**config.mk**
```make
export PLATFORM = sky130hd
export DESIGN_NAME = multibyte_add_sequencer_flat
export DESIGN_NICKNAME = d
export VERILOG_FILES = /design/src/rtl/multibyte_add_sequencer_if.sv /design/src/rtl/multibyte_add_sequencer.sv /design/src/flat_wrapper.sv
export SDC_FILE = /design/constraint.sdc
export NUM_CORES = 1
export LEC_CHECK = 0
export CAP_MARGIN = 20
export CORE_MARGIN = 2
export CORE_UTILIZATION = 45
export CTS_CLUSTER_DIAMETER = 150
export DETAILED_ROUTE_END_ITERATION = 6
export GPL_ROUTABILITY_DRIVEN = 0
export PLACE_DENSITY = 0.85
export SLEW_MARGIN = 25
export SYNTH_ARGS = -nofsm -noshare
export SYNTH_HDL_FRONTEND = slang
export SYNTH_SLANG_ARGS = --single-unit
export TNS_END_PERCENT = 5
```
**constraint.sdc**
```tcl
create_clock -name clk -period 4.8 [get_ports clk]
set_input_delay 0.48 -clock clk [delete_from_list [all_inputs] [get_ports clk]]
set_output_delay 0.48 -clock clk [all_outputs]
set_load 0.01 [all_outputs]
```
**src/rtl/multibyte_add_sequencer_if.sv**
```systemverilog
// Purpose: requester and byte-adder connections of multibyte_add_sequencer.
// Latency: none (wires only).
// Backpressure: none; requests are simply ignored while busy is high.
//
// Signals
//   start, sub, cin, op_a, op_b        : requester -> sequencer
//   busy, done, result, cout           : sequencer -> requester
//   adder_add, adder_aug, adder_preC   : sequencer -> external 8-bit adder
//   adder_sum, adder_proC              : external 8-bit adder -> sequencer
// The slave modport is the sequencer's view, the master modport the
// view of whoever drives the requests and hosts the adder.
interface multibyte_add_sequencer_if #(
    parameter int NBYTES = 4
);
    localparam int W = 8 * NBYTES;

    logic         start;
    logic         sub;
    logic         cin;
    logic [W-1:0] op_a;
    logic [W-1:0] op_b;
    logic         busy;
    logic         done;
    logic [W-1:0] result;
    logic         cout;
    logic [7:0]   adder_add;
    logic [7:0]   adder_aug;
    logic         adder_preC;
    logic [7:0]   adder_sum;
    logic         adder_proC;

    modport slave (
        input  start, sub, cin, op_a, op_b, adder_sum, adder_proC,
        output busy, done, result, cout, adder_add, adder_aug, adder_preC
    );

    modport master (
        output start, sub, cin, op_a, op_b, adder_sum, adder_proC,
        input  busy, done, result, cout, adder_add, adder_aug, adder_preC
    );
endinterface

```
**src/rtl/multibyte_add_sequencer.sv**
```systemverilog
// Purpose: runs one external 8-bit adder over NBYTES-wide operands, LSB byte first.
// Latency: NBYTES RUN cycles after the accepting edge, then a one-cycle done pulse.
// Backpressure: start is only taken in IDLE; all request inputs are ignored while busy.
//
// Ports
//   clk, rst   : rising-edge clock, asynchronous active-high reset
//   bus        : slave side of multibyte_add_sequencer_if (request, result, adder drive)
// Subtraction is done as A + ~B + 1, so cout=1 means "no borrow".
module multibyte_add_sequencer #(
    parameter int NBYTES = 4
) (
    input  logic                            clk,
    input  logic                            rst,
    multibyte_add_sequencer_if.slave        bus
);
    localparam int W  = 8 * NBYTES;
    localparam int IW = (NBYTES > 1) ? $clog2(NBYTES) : 1;
    localparam logic [IW-1:0] LAST_IDX = IW'(NBYTES - 1);

    localparam logic [1:0] S_IDLE = 2'd0;
    localparam logic [1:0] S_RUN  = 2'd1;
    localparam logic [1:0] S_DONE = 2'd2;

    logic [1:0]    state;
    logic [IW-1:0] idx;
    logic          carry;
    logic [W-1:0]  a_q;
    logic [W-1:0]  b_q;
    logic [W-1:0]  result_q;
    logic          cout_q;
    logic          busy_q;
    logic          done_q;

    logic [7:0]    add_byte;
    logic [7:0]    aug_byte;

    // Current byte of each latched operand; b_q is already inverted for subtract.
    always_comb begin
        add_byte = 8'h00;
        aug_byte = 8'h00;
        for (int i = 0; i < NBYTES; i++) begin
            if (idx == IW'(i)) begin
                add_byte = a_q[8*i +: 8];
                aug_byte = b_q[8*i +: 8];
            end
        end
    end

    // The adder is only driven while a byte is actually being processed.
    assign bus.adder_add  = (state == S_RUN) ? add_byte : 8'h00;
    assign bus.adder_aug  = (state == S_RUN) ? aug_byte : 8'h00;
    assign bus.adder_preC = (state == S_RUN) ? carry    : 1'b0;

    assign bus.busy   = busy_q;
    assign bus.done   = done_q;
    assign bus.result = result_q;
    assign bus.cout   = cout_q;

    always_ff @(posedge clk or posedge rst) begin
        if (rst) begin
            state    <= S_IDLE;
            idx      <= '0;
            carry    <= 1'b0;
            a_q      <= '0;
            b_q      <= '0;
            result_q <= '0;
            cout_q   <= 1'b0;
            busy_q   <= 1'b0;
            done_q   <= 1'b0;
        end else begin
            done_q <= 1'b0;
            case (state)
                S_IDLE: begin
                    if (bus.start) begin
                        a_q      <= bus.op_a;
                        b_q      <= bus.sub ? ~bus.op_b : bus.op_b;
                        // Subtract's "+1" enters as the initial carry.
                        carry    <= bus.sub ? 1'b1 : bus.cin;
                        idx      <= '0;
                        result_q <= '0;
                        busy_q   <= 1'b1;
                        state    <= S_RUN;
                    end
                end
                S_RUN: begin
                    for (int i = 0; i < NBYTES; i++) begin
                        if (idx == IW'(i)) begin
                            result_q[8*i +: 8] <= bus.adder_sum;
                        end
                    end
                    carry <= bus.adder_proC;
                    if (idx == LAST_IDX) begin
                        idx    <= '0;
                        cout_q <= bus.adder_proC;
                        done_q <= 1'b1;
                        state  <= S_DONE;
                    end else begin
                        idx <= idx + 1'b1;
                    end
                end
                S_DONE: begin
                    // start is deliberately not looked at here, so a held
                    // start produces one op every NBYTES+2 cycles.
                    busy_q <= 1'b0;
                    state  <= S_IDLE;
                end
                default: begin
                    busy_q <= 1'b0;
                    state  <= S_IDLE;
                end
            endcase
        end
    end
endmodule

```
**src/flat_wrapper.sv**
```systemverilog
// flat-port wrapper written by rule: the top's interface ports become plain ports
module multibyte_add_sequencer_flat 
#(
    parameter int NBYTES = 4
)
  (clk, rst, bus_start, bus_sub, bus_cin, bus_op_a, bus_op_b, bus_adder_sum, bus_adder_proC, bus_busy, bus_done, bus_result, bus_cout, bus_adder_add, bus_adder_aug, bus_adder_preC);
  multibyte_add_sequencer_if #(.NBYTES(NBYTES)) bus_i ();
  input  logic clk;
  input  logic rst;
  input wire logic [$bits(bus_i.start)-1:0] bus_start;
  input wire logic [$bits(bus_i.sub)-1:0] bus_sub;
  input wire logic [$bits(bus_i.cin)-1:0] bus_cin;
  input wire logic [$bits(bus_i.op_a)-1:0] bus_op_a;
  input wire logic [$bits(bus_i.op_b)-1:0] bus_op_b;
  input wire logic [$bits(bus_i.adder_sum)-1:0] bus_adder_sum;
  input wire logic [$bits(bus_i.adder_proC)-1:0] bus_adder_proC;
  output wire logic [$bits(bus_i.busy)-1:0] bus_busy;
  output wire logic [$bits(bus_i.done)-1:0] bus_done;
  output wire logic [$bits(bus_i.result)-1:0] bus_result;
  output wire logic [$bits(bus_i.cout)-1:0] bus_cout;
  output wire logic [$bits(bus_i.adder_add)-1:0] bus_adder_add;
  output wire logic [$bits(bus_i.adder_aug)-1:0] bus_adder_aug;
  output wire logic [$bits(bus_i.adder_preC)-1:0] bus_adder_preC;
  assign bus_i.start = bus_start;
  assign bus_i.sub = bus_sub;
  assign bus_i.cin = bus_cin;
  assign bus_i.op_a = bus_op_a;
  assign bus_i.op_b = bus_op_b;
  assign bus_i.adder_sum = bus_adder_sum;
  assign bus_i.adder_proC = bus_adder_proC;
  assign bus_busy = bus_i.busy;
  assign bus_done = bus_i.done;
  assign bus_result = bus_i.result;
  assign bus_cout = bus_i.cout;
  assign bus_adder_add = bus_i.adder_add;
  assign bus_adder_aug = bus_i.adder_aug;
  assign bus_adder_preC = bus_i.adder_preC;
  multibyte_add_sequencer #(.NBYTES(NBYTES)) u_core (.clk(clk), .rst(rst), .bus(bus_i));
endmodule
```
==> reports/qor.txt, run 1 <==
H-tree level count -> 3
Syn Inst Count -> 425
Setup Fix Bufs, Post-CTS -> 0
area added between synthesis and finish -> 30.0%
Clock Tree Root -> clkbuf_8
# diodes -> 0
DPL Wire Length -> 8.55 mm
final max-slew violation count -> 0
Compound-Gate Fraction of Synth Area -> 17.6%
first-pass GRT wire length -> 19.1 mm
post-synthesis net count -> 507
Hold-fix buffers, CTS -> 0
Routed Antenna Nets -> 0
Die Span Y -> 109 um
number of detailed-route iterations in the first pass -> 6
Tmin final -> 3720 ps
flops & latches, synth -> 104
hold_ws -> 515 ps
final cell count without fillers -> 678
Total GRT Usage -> 20.8%
Congestion Overflow GR -> 0
area of the multi-input gates -> 2120 um^2
Hold Vio Cnt, Final -> 0
Initial Util -> 45.9%
Setup crit end kind -> primary output
critical path arrival -> 3240 ps
core area -> 10800 um^2
die area -> 11900 um^2
Static Leak -> 0.00258 uW
Slew @ Worst Pin -> 1010 ps
clk_skew -> 13.2 ps
num ports -> 130
worst rel slew slack -> 32.9%
# clock sinks -> 104
syn_area_per_cell -> 11.6 um^2
initial antenna violation count -> 0
final setup fails -> 0
Post-Syn Area -> 4950 um^2
setup ws final -> 1080 ps
proportion of layout cells with a drive suffix above 1 -> 14.3%
Vias/cell -> 5.60
Reg area -> 2600 um^2
post-CTS sizing -> 0
Final #Nets -> 615
fmax -> 0.269 GHz
post-synthesis mux area share -> 11.1%
pwr dens -> 647 nW/um^2
count of cell types in the netlist -> 31
critical path peak fanout -> 38
register area share after synthesis -> 52.6%
later-pin clock latency in the skew report -> 370 ps
routed vias -> 3800
Synth area leader -> dfrtp_1
dpl ws -> 1490 ps
setup TNS -> 0 ps
Filler cells -> 865
pin count of the biggest net entering global routing -> 99
CP Launch Type -> flip-flop
post-synthesis xor/xnor area fraction -> 5.66%
vias in the first global route -> 3798
status -> finished, final reports clean
RSZ-0062 raised after global routing -> no
period utilisation layout -> 77.5%
maxcap violations -> 0
CTS tree -> yes
peak supply drop -> 0.276 mV
Yosys top cell area share -> 52.6%
CTS buffer count -> 9
largest family of logic cells by synthesized area -> compound AO/OA/AOI/OAI gates
wire per inst -> 17.6 um
Placed Cells incl. Taps -> 662
Setup CP Type -> flip-flop to primary output
first-iteration detailed-routing DRC count -> 218
DRC viols -> 0
Ys Warns -> 0
Critical Path RT -> 4320 ps
Synth Area in Simple Gates -> 7.18%
clock-pin slew on the worst setup and hold paths -> 110 ps
chip width -> 109 um
row cnt -> 38
adder-cell share of the synthesized area -> 1.01%
Total Wirelength -> 11.9 mm
port bufs -> 129
clk buf depth -> 2
Area contributors post-synth -> dfrtp_1 53%, mux2_2 11%, a22o_1 5.8%
Worst Hold Class -> flip-flop to flip-flop
## metrics by stage
stage          utilization (%)  total power [uW]  instance area (um^2)
5_1_grt                   59.6              4450                  6440
2_1_floorplan                -              2830                  4950
6_report                  59.6              4160                  6440
3_3_place_gp              57.9              3560                  6250
4_1_cts                   59.6              4190                  6440
3_5_place_dp              57.9              3660                  6250
## placed cells by master, fill, tap and decap left out, types with 2 or more instances in the layout
cell | synthesis | layout
a22o_1 | 33 | 33
clkinv_4 | 0 | 3
o31ai_1 | 17 | 17
a21oi_4 | 2 | 2
clkbuf_8 | 0 | 9
and2_1 | 11 | 11
nand2b_1 | 2 | 2
nand2_1 | 2 | 2
ha_1 | 4 | 4
inv_1 | 7 | 6
mux2_2 | 48 | 48
nor2b_1 | 3 | 3
nor2_1 | 32 | 32
a221oi_1 | 16 | 16
clkdlybuf4s50_1 | 0 | 128
nand3_1 | 16 | 16
xnor2_1 | 32 | 32
a21oi_1 | 33 | 33
o21ai_0 | 17 | 17
dfrtp_1 | 104 | 104
buf_4 | 10 | 5
## synth_stat cells
master,number
nor2_1,32
nor2b_1,3
xnor2_1,32
or4b_1,1
nand2_4,1
and2_1,11
o21bai_2,1
a221oi_1,16
a22o_1,33
dfrtp_1,104
o22ai_1,1
nand2b_1,2
o21ai_0,17
a21oi_1,33
buf_6,2
mux2_1,1
nor3b_2,1
o21bai_1,1
ha_1,4
inv_1,7
clkbuf_1,8
a21o_1,1
nor2b_4,1
buf_4,10
mux2_2,48
buf_2,16
nand3_1,16
clkbuf_2,1
o31ai_1,17
a21oi_4,2
nand2_1,2
## registers in the layout, summed over array words and instances, names as in the netlist
| signal | cells |
|---|---|
| u_core.bus.busy | 1 |
| u_core.b_q | 32 |
| u_core.bus.result | 32 |
| u_core.bus.cout | 1 |
| u_core.idx | 2 |
| u_core.bus.done | 1 |
| u_core.a_q | 32 |
| u_core.carry | 1 |
| u_core.state | 2 |
## cells by family (layout without fill, tap and decap cells)
logic type / count (synthesis) / in the layout
mux: 49 / 49
flops: 104 / 104
simple gates: 70 / 70
buf+inv: 44 / 157
compound gates: 122 / 122
xor+xnor: 32 / 32
fa+ha+maj: 4 / 4
## critical path, cell delays in order, from the launching register on
cell and delay, ps:
dfrtp_1 910, nor2b_4 800, o21ai_0 250, o31ai_1 320
clkdlybuf4s50_1 600
## layer usage
layer  vias up  wire length (um)  global-route usage, %
met5         -                 0                      0
met4         0               149                   5.13
met3        17               635                   4.36
met2       123              5800                   34.0
met1      1913              5360                   28.3
li1       1747                 -                      -
## final timing paths
check                                            from                     to  slack [ps]  depth (start not counted)
worst min register to register  u_core.bus.result[25]  u_core.bus.result[25]         520                          1
min in group asynchronous                         rst   u_core.bus.result[2]         590                          2
worst max-delay path                  u_core.state[0]       bus_adder_add[2]        1080                          4
max in group asynchronous                         rst         u_core.a_q[12]        3150                          3
worst min-delay path            u_core.bus.result[25]  u_core.bus.result[25]         520                          1
worst max register to register          u_core.idx[0]  u_core.bus.result[17]        2380                          5
## where the power goes
| group | switching, uW | leakage, uW | total [uW] | internal, uW |
|---|---|---|---|---|
| Clock | 324 | 0.0000984 | 525 | 201 |
| Sequential | 295 | 0.00124 | 1580 | 1280 |
| Combinational | 963 | 0.00124 | 2060 | 1100 |
## layout make-up
type	count	area share [%]
sequential	104	40.4
multi-input combinational	277	32.9
timing repair buffer	134	20.6
tap	140	2.72
clock buffer	9	1.92
clock inverter	7	1.05
inverter	7	0.447
(Power assumes the default switching activity.)
==> inputs of run 2 (changes only) <==
Clock period 4.8 ns to 3.72 ns, I/O delays scaled along.
==> reports/qor.txt, run 2 (synthesized netlist as in run 1, its figures left out) <==
PnR Total Power -> 5430 uW
setup TNS -> 0 ps
clock-pin slew on the worst setup and hold paths -> 110 ps
Hold Vio Cnt, Final -> 0
RSZ-0062 raised after global routing -> no
initial antenna violation count -> 0
Static Leak -> 0.00260 uW
setup ws final -> 555 ps
period utilisation layout -> 85.1%
Initial Util -> 45.9%
Clock Tree Root -> clkbuf_8
CTS tree -> yes
CP Launch Type -> flip-flop
Hold-fix buffers, CTS -> 0
Vias/cell -> 5.55
Final #Nets -> 620
clk buf depth -> 2
wire per inst -> 17.6 um
critical path peak fanout -> 24
Total GRT Usage -> 20.6%
hold_ws -> 488 ps
row cnt -> 38
Max stage delay cell, worst path -> clkdlybuf4s50_1
Critical Path RT -> 3350 ps
core area -> 10800 um^2
DRC viols -> 0
# clock sinks -> 104
number of detailed-route iterations in the first pass -> 4
Die Span Y -> 109 um
Placed Area -> 6300 um^2
delay of the slowest critical-path stage -> 610 ps
first-pass GRT wire length -> 18.9 mm
pwr dens -> 838 nW/um^2
proportion of layout cells with a drive suffix above 1 -> 15.1%
CTS buffer count -> 9
Routed Antenna Nets -> 0
routed vias -> 3792
port bufs -> 129
H-tree level count -> 3
dpl ws -> 1000 ps
Slew @ Worst Pin -> 896 ps
vias in the first global route -> 3743
post-CTS sizing -> 0
critical path arrival -> 2790 ps
commonest non-fill, non-tap cell in the layout -> clkdlybuf4s50_1
peak supply drop -> 0.375 mV
Setup crit end kind -> primary output
Tmin final -> 3170 ps
area added between synthesis and finish -> 31.0%
maxcap violations -> 0
Setup CP Type -> flip-flop to primary output
worst-path cell chain -> inv_1, ha_1, inv_1, o21ai_0, o31ai_1, clkdlybuf4s50_1
clk_skew -> 11.4 ps
final setup fails -> 0
final max-slew violation count -> 0
Total Wirelength -> 12.0 mm
worst rel slew slack -> 40.3%
first-iteration detailed-routing DRC count -> 216
Congestion Overflow GR -> 0
status -> finished, final reports clean
Worst Hold Class -> input pin to async pin
commonest non-fill, non-tap cells in the layout -> 128 x clkdlybuf4s50_1, 104 x dfrtp_1, 48 x mux2_2
# diodes -> 0
DPL Wire Length -> 8.58 mm
design area -> 6480 um^2
CP most frequent cell -> inv_1
chip width -> 109 um
pin count of the biggest net entering global routing -> 99
fmax -> 0.316 GHz
num ports -> 130
later-pin clock latency in the skew report -> 370 ps
die area -> 11900 um^2
Setup Fix Bufs, Post-CTS -> 0
==> run 2: cell count changes in the layout (fill, tap and decap cells not counted) <==
cell | previous run | this run
clkinv_2 | 1 | 0
clkinv_8 | 1 | 0
inv_8 | 1 | 2
buf_4 | 5 | 9
buf_12 | 0 | 1
clkinvlp_4 | 0 | 1
==> run 2: area by class of cell <==
type	instances	area, um^2
clock buffers	9	124
fillers	882	4310
clock inverters	7	65.1
multi-input cells	277	2120
flip-flops and latches	104	2600
repair buffers	139	1370
well taps	140	175
inverters	7	28.8
==> run 2: power by group <==
part           switching, uW  internal (uW)
logic                   1310           1450
registers                337           1660
clock network            425            259
total                   2070           3360
==> run 2: per-layer routing <==
metal | GRT usage, % | vias up | part of all wire (%)
met5 | 0 | - | 0
met1 | 27.0 | 1893 | 43
met3 | 3.35 | 16 | 4.8
met2 | 35.2 | 134 | 50
li1 | - | 1749 | -
met4 | 6.41 | 0 | 1.9
==> run 2: path summary, 6_finish.rpt <==
check	start	endpoint	slack, ps	cells after the start
setup / recovery	u_core.idx[0]	bus_adder_aug[3]	550	6
min in group clk	u_core.a_q[16]	u_core.a_q[16]	510	1
setup reg to reg	u_core.idx[0]	u_core.bus.result[27]	1420	5
hold reg to reg	u_core.a_q[16]	u_core.a_q[16]	510	1
max in group asynchronous	rst	u_core.b_q[1]	2440	3
hold / removal	rst	u_core.bus.result[15]	490	2
==> run 2: through the flow <==
stage | utilization [%] | cells
5_1_grt | 60.1 | 683
2_1_floorplan | - | 425
3_3_place_gp | 58.3 | 667
6_report | 60.1 | 683
3_5_place_dp | 58.3 | 667
4_1_cts | 60.1 | 683
==> run 2: worst max-delay path, delay by kind of cell, from the launching register on <==
kind            cells  cell delay [ps]
compound gates      2              560
buf+inv             3             1230
flops               1              430
fa+ha+maj           1              210
